**src/rtl/opcode_sequencer_pkg.sv**
```systemverilog
// ----------------------------------------------------------------------------
// opcode_sequencer_pkg
// Shared definitions for the CPU front end: sequencer state encoding,
// micro-address width, the NOP micro-address and the default CB-prefix
// constants used when folding prefixed opcodes into the micro-address space.
// No ports (package).
// ----------------------------------------------------------------------------
package opcode_sequencer_pkg;

    localparam int         UADDR_W       = 9;
    localparam logic [8:0] NOP_ADDR      = 9'h000;
    localparam logic [7:0] CB_PREFIX_DEF = 8'hCB;
    localparam logic [8:0] CB_BASE_DEF   = 9'h100;
    localparam logic [8:0] IRQ_ENTRY_DEF = 9'h1F0;

    typedef enum logic [1:0] {
        ST_FETCH  = 2'd0,
        ST_PREFIX = 2'd1,
        ST_EXEC   = 2'd2,
        ST_HALTED = 2'd3
    } seq_state_e;

endpackage

```
**src/rtl/opcode_sequencer_seq_step_counter.sv**
```systemverilog
// ----------------------------------------------------------------------------
// seq_step_counter
// Watchdog step counter for the opcode sequencer. Counts micro-steps of the
// current instruction, saturating at 8'hFF, and flags when the count has
// reached the last permitted step (MAX_STEPS-1).
// Ports:
//   clk, rst_n  - clock, asynchronous active-low reset
//   clear       - restart the count at zero (takes priority over incr)
//   incr        - advance the count by one (saturating)
//   terminal    - count equals MAX_STEPS-1
// ----------------------------------------------------------------------------
module seq_step_counter #(
    parameter int MAX_STEPS = 15
) (
    input  logic clk,
    input  logic rst_n,
    input  logic clear,
    input  logic incr,
    output logic terminal
);

    localparam logic [7:0] STEP_LAST = 8'(MAX_STEPS - 1);

    logic [7:0] step_q;
    logic [7:0] step_d;

    always_comb begin
        step_d = step_q;
        if (clear) begin
            step_d = 8'h00;
        end else if (incr && (step_q != 8'hFF)) begin
            step_d = step_q + 8'h01;
        end
    end

    always_ff @(posedge clk or negedge rst_n) begin
        if (!rst_n) begin
            step_q <= 8'h00;
        end else begin
            step_q <= step_d;
        end
    end

    assign terminal = (step_q == STEP_LAST);

endmodule

```
**src/rtl/opcode_sequencer.sv**
```systemverilog
// ----------------------------------------------------------------------------
// opcode_sequencer
// Front end of the microcoded CPU core. Fetches opcode bytes, folds the CB
// prefix into a 9-bit micro-address, walks multi-cycle instructions using the
// continuation address / end flag from the microcode control word, handles
// HALT and a runaway-sequence watchdog.
// Optional interrupt dispatch is enabled by defining OPCODE_SEQ_IRQ_EN.
// Ports:
//   clk, rst_n    - clock, asynchronous active-low reset
//   mem_data      - fetched byte
//   mem_valid     - mem_data valid (only looked at while mem_req=1)
//   mem_req       - opcode fetch request (combinational)
//   stall         - freeze the sequencer
//   seq_next      - continuation micro-address from the control word
//   seq_end       - current micro-op ends the instruction
//   seq_halt      - current micro-op executes HALT
//   wake          - releases HALT
//   opcode        - micro-address to the microcode ROM (NOP when not valid)
//   opcode_valid  - opcode is an executing micro-op
//   seq_error     - one-cycle pulse on watchdog expiry
//   irq_req       - (OPCODE_SEQ_IRQ_EN) interrupt dispatch request
//   irq_ack       - (OPCODE_SEQ_IRQ_EN) one-cycle acknowledge pulse
// ----------------------------------------------------------------------------
module opcode_sequencer
    import opcode_sequencer_pkg::*;
#(
    parameter logic [7:0] CB_PREFIX = CB_PREFIX_DEF,
    parameter logic [8:0] CB_BASE   = CB_BASE_DEF,
    parameter int         MAX_STEPS = 15
`ifdef OPCODE_SEQ_IRQ_EN
    ,
    parameter logic [8:0] IRQ_ENTRY = IRQ_ENTRY_DEF
`endif
) (
    input  logic               clk,
    input  logic               rst_n,
    input  logic [7:0]         mem_data,
    input  logic               mem_valid,
    output logic               mem_req,
    input  logic               stall,
    input  logic [UADDR_W-1:0] seq_next,
    input  logic               seq_end,
    input  logic               seq_halt,
    input  logic               wake,
    output logic [UADDR_W-1:0] opcode,
    output logic               opcode_valid,
    output logic               seq_error
`ifdef OPCODE_SEQ_IRQ_EN
    ,
    input  logic               irq_req,
    output logic               irq_ack
`endif
);

    seq_state_e         state_q, state_d;
    logic [UADDR_W-1:0] opcode_q, opcode_d;
    logic               opcode_valid_q, opcode_valid_d;
    logic               seq_error_q, seq_error_d;
    logic               step_clear;
    logic               step_incr;
    logic               step_terminal;
`ifdef OPCODE_SEQ_IRQ_EN
    logic               irq_ack_q, irq_ack_d;
    logic               irq_take;
`endif

    seq_step_counter #(
        .MAX_STEPS (MAX_STEPS)
    ) u_step (
        .clk      (clk),
        .rst_n    (rst_n),
        .clear    (step_clear),
        .incr     (step_incr),
        .terminal (step_terminal)
    );

`ifdef OPCODE_SEQ_IRQ_EN
    // An interrupt in FETCH pre-empts the bus fetch entirely.
    assign irq_take = irq_req && (state_q == ST_FETCH);
`endif

    // Gated by rst_n so the bus sees no request while the core is held in reset.
    always_comb begin
        mem_req = rst_n && !stall &&
                  ((state_q == ST_FETCH) || (state_q == ST_PREFIX));
`ifdef OPCODE_SEQ_IRQ_EN
        if (irq_take) begin
            mem_req = 1'b0;
        end
`endif
    end

    // Next-state logic. Pulse outputs default low every cycle, including
    // stalled ones, so a stall never stretches a one-cycle pulse.
    always_comb begin
        state_d        = state_q;
        opcode_d       = opcode_q;
        opcode_valid_d = opcode_valid_q;
        seq_error_d    = 1'b0;
        step_clear     = 1'b0;
        step_incr      = 1'b0;
`ifdef OPCODE_SEQ_IRQ_EN
        irq_ack_d      = 1'b0;
`endif
        if (!stall) begin
            case (state_q)
                ST_FETCH: begin
`ifdef OPCODE_SEQ_IRQ_EN
                    if (irq_req) begin
                        opcode_d       = IRQ_ENTRY;
                        opcode_valid_d = 1'b1;
                        irq_ack_d      = 1'b1;
                        step_clear     = 1'b1;
                        state_d        = ST_EXEC;
                    end else
`endif
                    if (mem_valid) begin
                        if (mem_data == CB_PREFIX) begin
                            state_d = ST_PREFIX;
                        end else begin
                            opcode_d       = {1'b0, mem_data};
                            opcode_valid_d = 1'b1;
                            step_clear     = 1'b1;
                            state_d        = ST_EXEC;
                        end
                    end
                end
                ST_PREFIX: begin
                    // A second CB byte is an ordinary CB-table entry.
                    if (mem_valid) begin
                        opcode_d       = CB_BASE | {1'b0, mem_data};
                        opcode_valid_d = 1'b1;
                        step_clear     = 1'b1;
                        state_d        = ST_EXEC;
                    end
                end
                ST_EXEC: begin
                    if (seq_halt) begin
                        opcode_d       = NOP_ADDR;
                        opcode_valid_d = 1'b0;
                        step_clear     = 1'b1;
                        state_d        = ST_HALTED;
                    end else if (seq_end) begin
                        opcode_d       = NOP_ADDR;
                        opcode_valid_d = 1'b0;
                        step_clear     = 1'b1;
                        state_d        = ST_FETCH;
                    end else if (step_terminal) begin
                        opcode_d       = NOP_ADDR;
                        opcode_valid_d = 1'b0;
                        seq_error_d    = 1'b1;
                        step_clear     = 1'b1;
                        state_d        = ST_FETCH;
                    end else begin
                        opcode_d  = seq_next;
                        step_incr = 1'b1;
                    end
                end
                ST_HALTED: begin
                    if (wake) begin
                        state_d = ST_FETCH;
                    end
                end
                default: begin
                    state_d = ST_FETCH;
                end
            endcase
        end
    end

    always_ff @(posedge clk or negedge rst_n) begin
        if (!rst_n) begin
            state_q        <= ST_FETCH;
            opcode_q       <= NOP_ADDR;
            opcode_valid_q <= 1'b0;
            seq_error_q    <= 1'b0;
`ifdef OPCODE_SEQ_IRQ_EN
            irq_ack_q      <= 1'b0;
`endif
        end else begin
            state_q        <= state_d;
            opcode_q       <= opcode_d;
            opcode_valid_q <= opcode_valid_d;
            seq_error_q    <= seq_error_d;
`ifdef OPCODE_SEQ_IRQ_EN
            irq_ack_q      <= irq_ack_d;
`endif
        end
    end

    assign opcode       = opcode_q;
    assign opcode_valid = opcode_valid_q;
    assign seq_error    = seq_error_q;
`ifdef OPCODE_SEQ_IRQ_EN
    assign irq_ack      = irq_ack_q;
`endif

endmodule

```
**config.mk**
```make
export PLATFORM = sky130hd
export DESIGN_NAME = opcode_sequencer
export DESIGN_NICKNAME = d
export VERILOG_FILES = /design/src/rtl/opcode_sequencer_pkg.sv /design/src/rtl/opcode_sequencer_seq_step_counter.sv /design/src/rtl/opcode_sequencer.sv
export SDC_FILE = /design/constraint.sdc
export NUM_CORES = 1
export LEC_CHECK = 0
export BUFFER_PORTS_ARGS = -buffer_cell sky130_fd_sc_hd__buf_2
export CAP_MARGIN = 20
export CORE_ASPECT_RATIO = 0.75
export CORE_MARGIN = 1
export CORE_UTILIZATION = 52
export DETAILED_ROUTE_END_ITERATION = 10
export MAX_ROUTING_LAYER = met4
export PLACE_DENSITY = 0.85
export SLEW_MARGIN = 15
export SYNTH_ARGS = -nofsm -noshare
export SYNTH_HDL_FRONTEND = slang
export SYNTH_HIERARCHICAL = 1
export SYNTH_SLANG_ARGS = --single-unit
```
**constraint.sdc**
```tcl
create_clock -name clk -period 2.55 [get_ports clk]
set_clock_uncertainty 0.2 [all_clocks]
set_input_delay 0.1275 -clock clk [delete_from_list [all_inputs] [get_ports clk]]
set_output_delay 0.1275 -clock clk [all_outputs]
set_load 0.05 [all_outputs]
```
* Word level (Yosys, flattened, before mapping) *
Cells that the tools add are included.

storage, ports and cells
  bits in registers = 21
  input bits = 24
  output and inout bits = 12
  word-level logic and storage cells = 70

cells by class
  add/subtract/negate cells = 1
  equal/unequal tests = 11
  multiplexer cells = 41
  bitwise logic cells = 1
  reduce and logical (&&, ||, !) cells = 11

operators by type and width
  cell                   count
  $mux W9                6
  $pmux W9 S3            1
  $mux W1                22
  $mux W8                2
  $mux W2                7
  $reduce_and A5 Y1      2
  $add A8 B1 Y8 const B  1
  $eq A8 B4 Y1 const B   1
  $eq A8 B8 Y1 const B   1
  $ne A2 B2 Y1 const B   4
  $ne A8 B8 Y1 const B   1
  $pmux W2 S4            1
  $pmux W1 S3            2
  $reduce_and A6 Y1      1
  $eq A2 B2 Y1 const B   2
  $ne A4 B4 Y1 const B   1
  $logic_and A1 B1 Y1    3
  $reduce_bool A3 Y1     1
  $eq A2 B1 Y1 const B   1
  $logic_not A2 Y1       1
  $reduce_bool A2 Y1     1
  $logic_not A1 Y1       1
  $logic_or A1 B1 Y1     1
  $not A1 Y1             1

* Logic depth before layout (Yosys ltp) *
Gate-level depths: netlist of the first run.

  depth after elaboration = 9
  depth in mapped cells = 10
  mapped depth without buffers = 10

* Hierarchy *
The synthesis of the first run kept the hierarchy.

modules (own cells, without submodules)
  module            instances  cells an instance  area each (um^2)  seq. area each (um^2)
  opcode_sequencer  1          73                 813.3             325.3
  seq_step_counter  1          56                 518.0             200.2

* Worst setup path before layout of the first run *
OpenSTA, ideal clock, no wires.

  kind = register -> register
  start = register u_step.step_q[0]
  end = register u_step.step_q[2]
  setup time = 0.128 ns
  arrival time = 2.035 ns
  required time = 2.222 ns
  slack = 0.188 ns
  cell stages (with the launch flop) = 11
  buffers on the path = 1
  clock period less this slack = 2.362 ns
  path through = dfrtp_1 > inv_1 > ha_1 > nand4b_1 > nor4_1 > or3_1 > a222oi_1 > nor3_1 > clkbuf_1 > nor2_1 > mux2_1

between the ends
  elaborated cells between the ends (all ways) = 17
  classes of those cells = 1 x add/sub; 2 x eq/ne; 12 x mux; 2 x reduce/logical

RTL lines
  what                                           line                                     RTL
  start, declared                                opcode_sequencer_seq_step_counter.sv:24  logic [7:0] step_q;
  start signal, assigned                         opcode_sequencer_seq_step_counter.sv:40  step_q <= step_d;
  $eq A8 B4 Y1 *                                 opcode_sequencer_seq_step_counter.sv:44  assign terminal = (step_q == STEP_LAST);
  net step_terminal                              opcode_sequencer.sv:61                   logic step_terminal;
  $mux W1 *                                      opcode_sequencer.sv:148                  end else if (step_terminal) begin
  $mux W1 *                                      opcode_sequencer.sv:143                  end else if (seq_end) begin
  $mux W1 *                                      opcode_sequencer.sv:138                  if (seq_halt) begin
  $pmux W1 S3 *                                  opcode_sequencer.sv:106                  case (state_q)
  $mux W1 *                                      opcode_sequencer.sv:105                  if (!stall) begin
  net step_clear                                 opcode_sequencer.sv:59                   logic step_clear;
  $mux W8 or $reduce_bool A2 Y1 (tied branches)  n/a

Mark *: on every way through the listed nets, which the timed path passes. The rest lies on a longest branch. The select of a mux whose other input is x is not followed.
A chain may end at the register's enable or synchronous reset.

* Worst setup path in the final report of the first run *
  start = register u_step.step_q[0]
  end = register u_step.step_q[0]

Same word-level chain as after synthesis.

==> results.ini, run 1 <==
[timing]
setup_viol = 0
min_period_ps = 2530
max_slew_margin_pct = 75.0
final-max-slew-violation-count = 0
hold_viol_final = 1
period_share_pct = 99.2
hold-worst-slack_ps = -1.31
tightest_slew_ps = 375
max_freq_mhz = 395
setup_tns_ps = 0

[global_route]
grt_pass1_wl_mm = 5.49
antenna_found_initial = 0
grt_max_degree = 22
gr-usage-all-layers_pct = 29.1
grt_pass1_vias = 1195
overflow = 0

[final_layout]
diodes = 0
fillers = 176
fin_area_mm2 = 0.00175
seqCellArea_um2 = 526
multi_input_area_um2 = 781
syn2layout_area_growth_pct = 31.3
layout-drive-gt1-share_pct = 35.4
layout_commonest_cell = buf_2
fin_nets = 213
layout_common_cells = 35 x buf_2, 21 x dfrtp_1, 14 x dlygate4sd3_1

[pwr]
p_int_mw = 0.832
swShare_pct = 48.2
p_clk_share_pct = 9.8
power_mw = 1.61
ir_worst_vdd_uv = 614
power_frac_comb_pct = 59.2
p_leak_nw = 0.857
powerDensity_mw_per_mm2 = 919
power.switching_mw = 0.774
seqPwrFrac_pct = 30.9

[die]
initial_core_util_pct = 56.3
core_mm2 = 0.00236
dieArea_mm2 = 0.00277
num_io_pins = 36
fp.dieH_um = 45.8
rows = 15
die_w_um = 60.4

[setup_path]
end_kind = flip-flop
required_ps = 2550
cp_slowest_stage_delay_ps = 420
cp_slowest_cell = dfrtp_1
path_delay_family = simple AND/OR/NAND/NOR gates
path_buf_inv = 2
crit_chain = inv_1, ha_1, nand4b_1, nor4_4, or3_1, a222oi_1, nor3_1, buf_4, nor2_1, mux2_1
arrival_ps = 2530
startpoint_type = flip-flop
worst-path-max-fanout = 11
worst-setup-path-type = flip-flop to flip-flop

[yosys]
ys_async_sr_fraction_pct = 100
ys_warn_count = 6
synth_cell_type_count = 42
synth_ff_type = dfrtp_1
synth-edff-count = 0
ys_ff_latch = 21
syn_area_mm2 = 0.00133
seq_area_frac_synth_pct = 39.5
syn_avg_cell_area_um2 = 10.3
synthesis.nets = 160
synthCells = 129

[clock_network]
cts_tree = yes
cts_root_buf = clkbuf_4
path_clk_slew_ps = 110
htree_levels = 1
cts_inserted_buffers = 3
cts_buffer_depth = 2
clock_latency_ps = 300
clock_sinks = 21

[placement]
portBuffers = 35
place.gp.congestion = 0.962
dpl_cell_area_mm2 = 0.00155
dp_hpwl_mm = 2.54

[worst_hold_path]
worstHoldPathType = input pin to flip-flop

[drt]
antenna_left = 0
routedWlPerCell_um = 17.2
vias = 1313
drt_wl_total_mm = 3.70
vias_per_cell = 6.11
drtPass1Iterations = 4
initialDrtViolationCount = 70
drc = 0

[status]
violations = negative hold slack
status = finished, violations left

[run]
cap_viol_max_count = 0

cell type report:
class,count,area share (%)
clock buffer,3,1.29
clock inverter,1,0.286
inverter,7,1.50
multi-input combinational,96,44.7
sequential,21,30.1
tap,34,2.43
timing repair buffer,53,19.8
repair_timing:
item	CTS	global route
cloned	0	0
gates resized for setup	1	3
setup buffers	0	1
hold endpoints to repair	28	1
setup endpoints to repair	1	14
hold buffers	12	2
final timing paths:
path	endpoint	from	slack, ps	depth (start not counted)
worst max-delay path	u_step/step_q[0]	u_step/step_q[0]	20	10
worst min-delay path	opcode[3]	mem_data[3]	-1	3
worst max register to register	u_step/step_q[0]	u_step/step_q[0]	20	10
worst min register to register	opcode_valid	opcode_valid	310	1
max in group asynchronous	u_step/step_q[5]	rst_n	1790	3
min in group asynchronous	u_step/step_q[3]	rst_n	150	3
layer usage:
metal | GRT usage [%] | part of all wire, % | vias up
li1 | - | - | 594
met1 | 34.2 | 41 | 619
met2 | 49.2 | 50 | 86
met3 | 7.95 | 7.2 | 14
met4 | 8.64 | 2.6 | 0
met5 | - | 0 | -
registers in the layout (all words and copies together), names as in the netlist:
name,cells
opcode_valid,1
state_q,2
opcode,9
u_step/step_q,8
seq_error,1
cells in the mapped netlist, types with 3 or more instances:
cell / instances / area (um^2)
dfrtp_1: 21 / 526
mux2_2: 10 / 113
nor2_1: 8 / 30.0
a22o_1: 7 / 61.3
ha_1: 7 / 87.6
inv_1: 7 / 26.3
nand2_1: 7 / 26.3
nor3_1: 6 / 30.0
a21oi_1: 5 / 25.0
a211oi_1: 3 / 22.5
and3_1: 3 / 18.8
nand3_1: 3 / 15.0
nor4_1: 3 / 18.8
power groups by stage:
stage / combinational (mW) / sequential [mW] / clock [mW]
after global placement: 0.856 / 0.491 / 0
after floorplan: 0.456 / 0.725 / 0
after detailed placement: 0.902 / 0.504 / 0
after CTS: 0.919 / 0.497 / 0.161
after global routing: 1.02 / 0.504 / 0.179
final: 0.951 / 0.497 / 0.158
cell families after synthesis:
group,Yosys count,synth area share (%)
and+or+nand+nor,45,19.5
buffers and inverters,12,3.57
DFF,21,39.5
muxes,15,12.8
AOI/OAI and AO/OA,29,18.1
adders and majority gates,7,6.58
worst register-to-register path: cells and delay by family (launching register included):
| family | cells | cell delay, ps |
|---|---|---|
| mux | 1 | 300 |
| buf+inv | 2 | 300 |
| fa+ha+maj | 1 | 170 |
| simple gates | 5 | 940 |
| compound gates | 1 | 100 |
| flops | 1 | 420 |
metrics by stage:
step,util [%],instances,hold WS (ps),setup slack (ps)
3_5_place_dp,65.6,196,-39.0,43.0
5_1_grt,73.9,215,1.77,-50.0
6_report,73.9,215,-1.31,19.5
4_1_cts,71.9,212,1.27,42.0
2_1_floorplan,-,129,-368,188
3_3_place_gp,65.6,196,-37.9,190
No activity file was read; power rests on OpenSTA's default activity.
==> run 2, diff against run 1 <==
Settings changed: ABC_AREA set to 1, CORE_UTILIZATION 52 to 53.
==> run 2 against run 1 <==
Effect of this change:
- the flow now finishes without violations
- clock power grew 37%
- critical path depth shrank 2
- sequential cell count unchanged
- die area increased by 11%
- total power grew 16%
- routed wire length down 5.8%
- setup slack improved by 340 ps
- first-iteration DRC count grew to 3.4 times the previous value
- register-to-register slack better by 340 ps
- maximum frequency up 16%
- synthesized area is 14% higher
- core utilization down 5.8 points
- critical path type unchanged
- largest power group unchanged
==> results.ini, run 2 <==
[yosys]
seq_area_frac_synth_pct = 34.7
yosys-top-cells-count = 87 x nand2_1, 21 x dfrtp_1, 21 x nand3_1, 18 x inv_1, 15 x nor2_1
synth_ff_type = dfrtp_1
ys_warn_count = 6
yosys.area.top_type = dfrtp_1
syn_area_mm2 = 0.00152
synthesis.nets = 250
synth_top_area_share_pct = 34.7
ys_ff_latch = 21
syn_avg_cell_area_um2 = 6.92
synthTopCellsByArea = dfrtp_1 35%, nand2_1 22%, nand3_1 6.9%, ha_1 5.8%, o21ai_2 4.6%
synthCells = 219
synth_cell_type_count = 24
synth-edff-count = 0
ys_async_sr_fraction_pct = 100
yosysMostFrequentCell = nand2_1

[setup_path]
ff2ff_setup_slack_ps = 360
worst-path-max-fanout = 3
startpoint_type = flip-flop
cp_slowest_cell = dlygate4sd3_1
worstReg2RegStart = u_step/step_q[0]
arrival_ps = 2180
reg2reg_depth = 8
worst-setup-path-type = flip-flop to flip-flop
end_kind = flip-flop
cp_common_cell = nand3_1
cp_slowest_stage_delay_ps = 560
cp-startpoint = u_step/step_q[0]
path_delay_family = buffers and inverters
required_ps = 2540
path_buf_inv = 3
r2r_end = seq_error
crit_chain = inv_1, ha_1, nand3_1, nor4_1, buf_4, nand3_1, nor2_1, dlygate4sd3_1

[pwr]
p_leak_nw = 0.961
powerDensity_mw_per_mm2 = 1020
ir_worst_vdd_uv = 639

[clock_network]
clock_sinks = 21
clock_latency_ps = 260
htree_levels = 1
cts_buffer_depth = 2
cts_setup_buffers = 0
cts_inserted_buffers = 3
cts_root_buf = clkbuf_8
cts_tree = yes
path_clk_slew_ps = 80

[global_route]
grtUsageMet3_pct = 4.95
overflow = 0
use_met2_pct = 39.5
grt_pass1_vias = 1468
grt_max_degree = 22
met1_usage_pct = 35.9
antenna_found_initial = 0
busiest_layer = met2
gr-usage-all-layers_pct = 25.9
grt_pass1_wl_mm = 6.21

[drt]
vias_per_cell = 5.18
drc = 0
drt_wl_total_mm = 3.49
initialDrtViolationCount = 240
routedWlPerCell_um = 11.7
vias = 1543
antenna_left = 0
drtPass1Iterations = 5

[die]
initial_core_util_pct = 56.9
fp.dieH_um = 48.3
die_w_um = 63.7
dieArea_mm2 = 0.00308
core_mm2 = 0.00266
rows = 16
num_io_pins = 36

[timing]
max_freq_mhz = 457
rsz0062_at_grt = no
period_share_pct = 85.8
setup_viol = 0
hold-worst-slack_ps = 18.5
setup_tns_ps = 0
max_slew_margin_pct = 76.9
final-max-slew-violation-count = 0
tightest_slew_ps = 343
hold_viol_final = 0
min_period_ps = 2190

[final_layout]
fin_nets = 294
diodes = 0
layout_commonest_cell = nand2_1
largest_reg_flops = 9
final_util_pct = 68.1
fin_area_mm2 = 0.00181
layout-drive-gt1-share_pct = 26.3
fin_cells = 298
layout_common_cells = 87 x nand2_1, 35 x buf_2, 21 x nand3_1, 21 x dfrtp_1, 18 x inv_1
syn2layout_area_growth_pct = 19.7

[worst_hold_path]
hold_depth = 5
worstHoldPathType = input pin to flip-flop
hold_start = seq_next[5]
holdPathEnd = opcode[5]

[placement]
place.gp.congestion = 0.861
dpl.cell_count = 290
dpl_cell_area_mm2 = 0.00173
portBuffers = 35
dp_hpwl_mm = 2.62

[status]
status = finished, final reports clean

[run]
cap_viol_max_count = 0

run 2: cell types whose count changed in the layout (fill, tap and decap cells not counted), moves of 7 or more:
cell           delta
nand2_1          +80
nand3_1          +18
inv_1            +11
dlygate4sd3_1    -10
mux2_2           -10
nor2_1            +8
o21ai_2           +8
a22o_1            -7
run 2: worst max path at each step:
stage | endpoint | cells past startpoint | slack, ps
final | seq_error | 8 | 360
after global routing | u_step/step_q[6] | 13 | 100
after CTS | seq_error | 8 | 370
after detailed placement | u_step/step_q[1] | 13 | 400
after global placement | u_step/step_q[1] | 13 | 450
after floorplan | u_step/step_q[3] | 13 | 60
run 2: cell families (layout without fill, tap and decap cells):
| group | after synthesis | count (layout) | synth area share [%] |
|---|---|---|---|
| flops | 21 | 21 | 34.7 |
| buf+inv | 28 | 71 | 8.84 |
| fa+ha+maj | 7 | 7 | 5.78 |
| simple gates | 141 | 141 | 41.3 |
| compound gates | 22 | 22 | 9.41 |
run 2: final cells by class:
cell class	instances	area (um^2)
multi-input cells	170	856
flip-flops and latches	21	526
fillers	226	850
well taps	36	45.0
clock inverters	1	5.00
repair buffers	43	245
clock buffers	3	41.3
inverters	24	95.1
run 2: metrics by stage:
step	setup WS (ps)	total power, mW
2_1_floorplan	55.2	1.40
4_1_cts	368	1.86
3_5_place_dp	397	1.64
6_report	362	1.86
5_1_grt	95.3	2.03
3_3_place_gp	454	1.62
run 2: timing repair:
item | CTS | global route
hold buffers | 4 | 0
resized for setup | 0 | 0
endpoints found under the hold margin | 23 | 0
run 2: worst reg2reg max path, cell delays in order (launching register included):
cell,delay (ps)
dfrtp_1,400
inv_1,110
ha_1,150
nand3_1,70
nor4_1,270
buf_4,200
nand3_1,70
nor2_1,100
dlygate4sd3_1,560
run 2: power by group:
group / switching (mW) / leakage, nW / internal, mW / total, mW
registers: 0.0850 / 0.276 / 0.451 / 0.536
logic: 0.781 / 0.660 / 0.324 / 1.11
clock network: 0.107 / 0.0255 / 0.109 / 0.216
run 2: routing by layer:
layer	vias up	share of wire, %
met1	674	48
met2	86	43
li1	777	-
met5	-	0
met4	0	0.66
met3	6	8.0
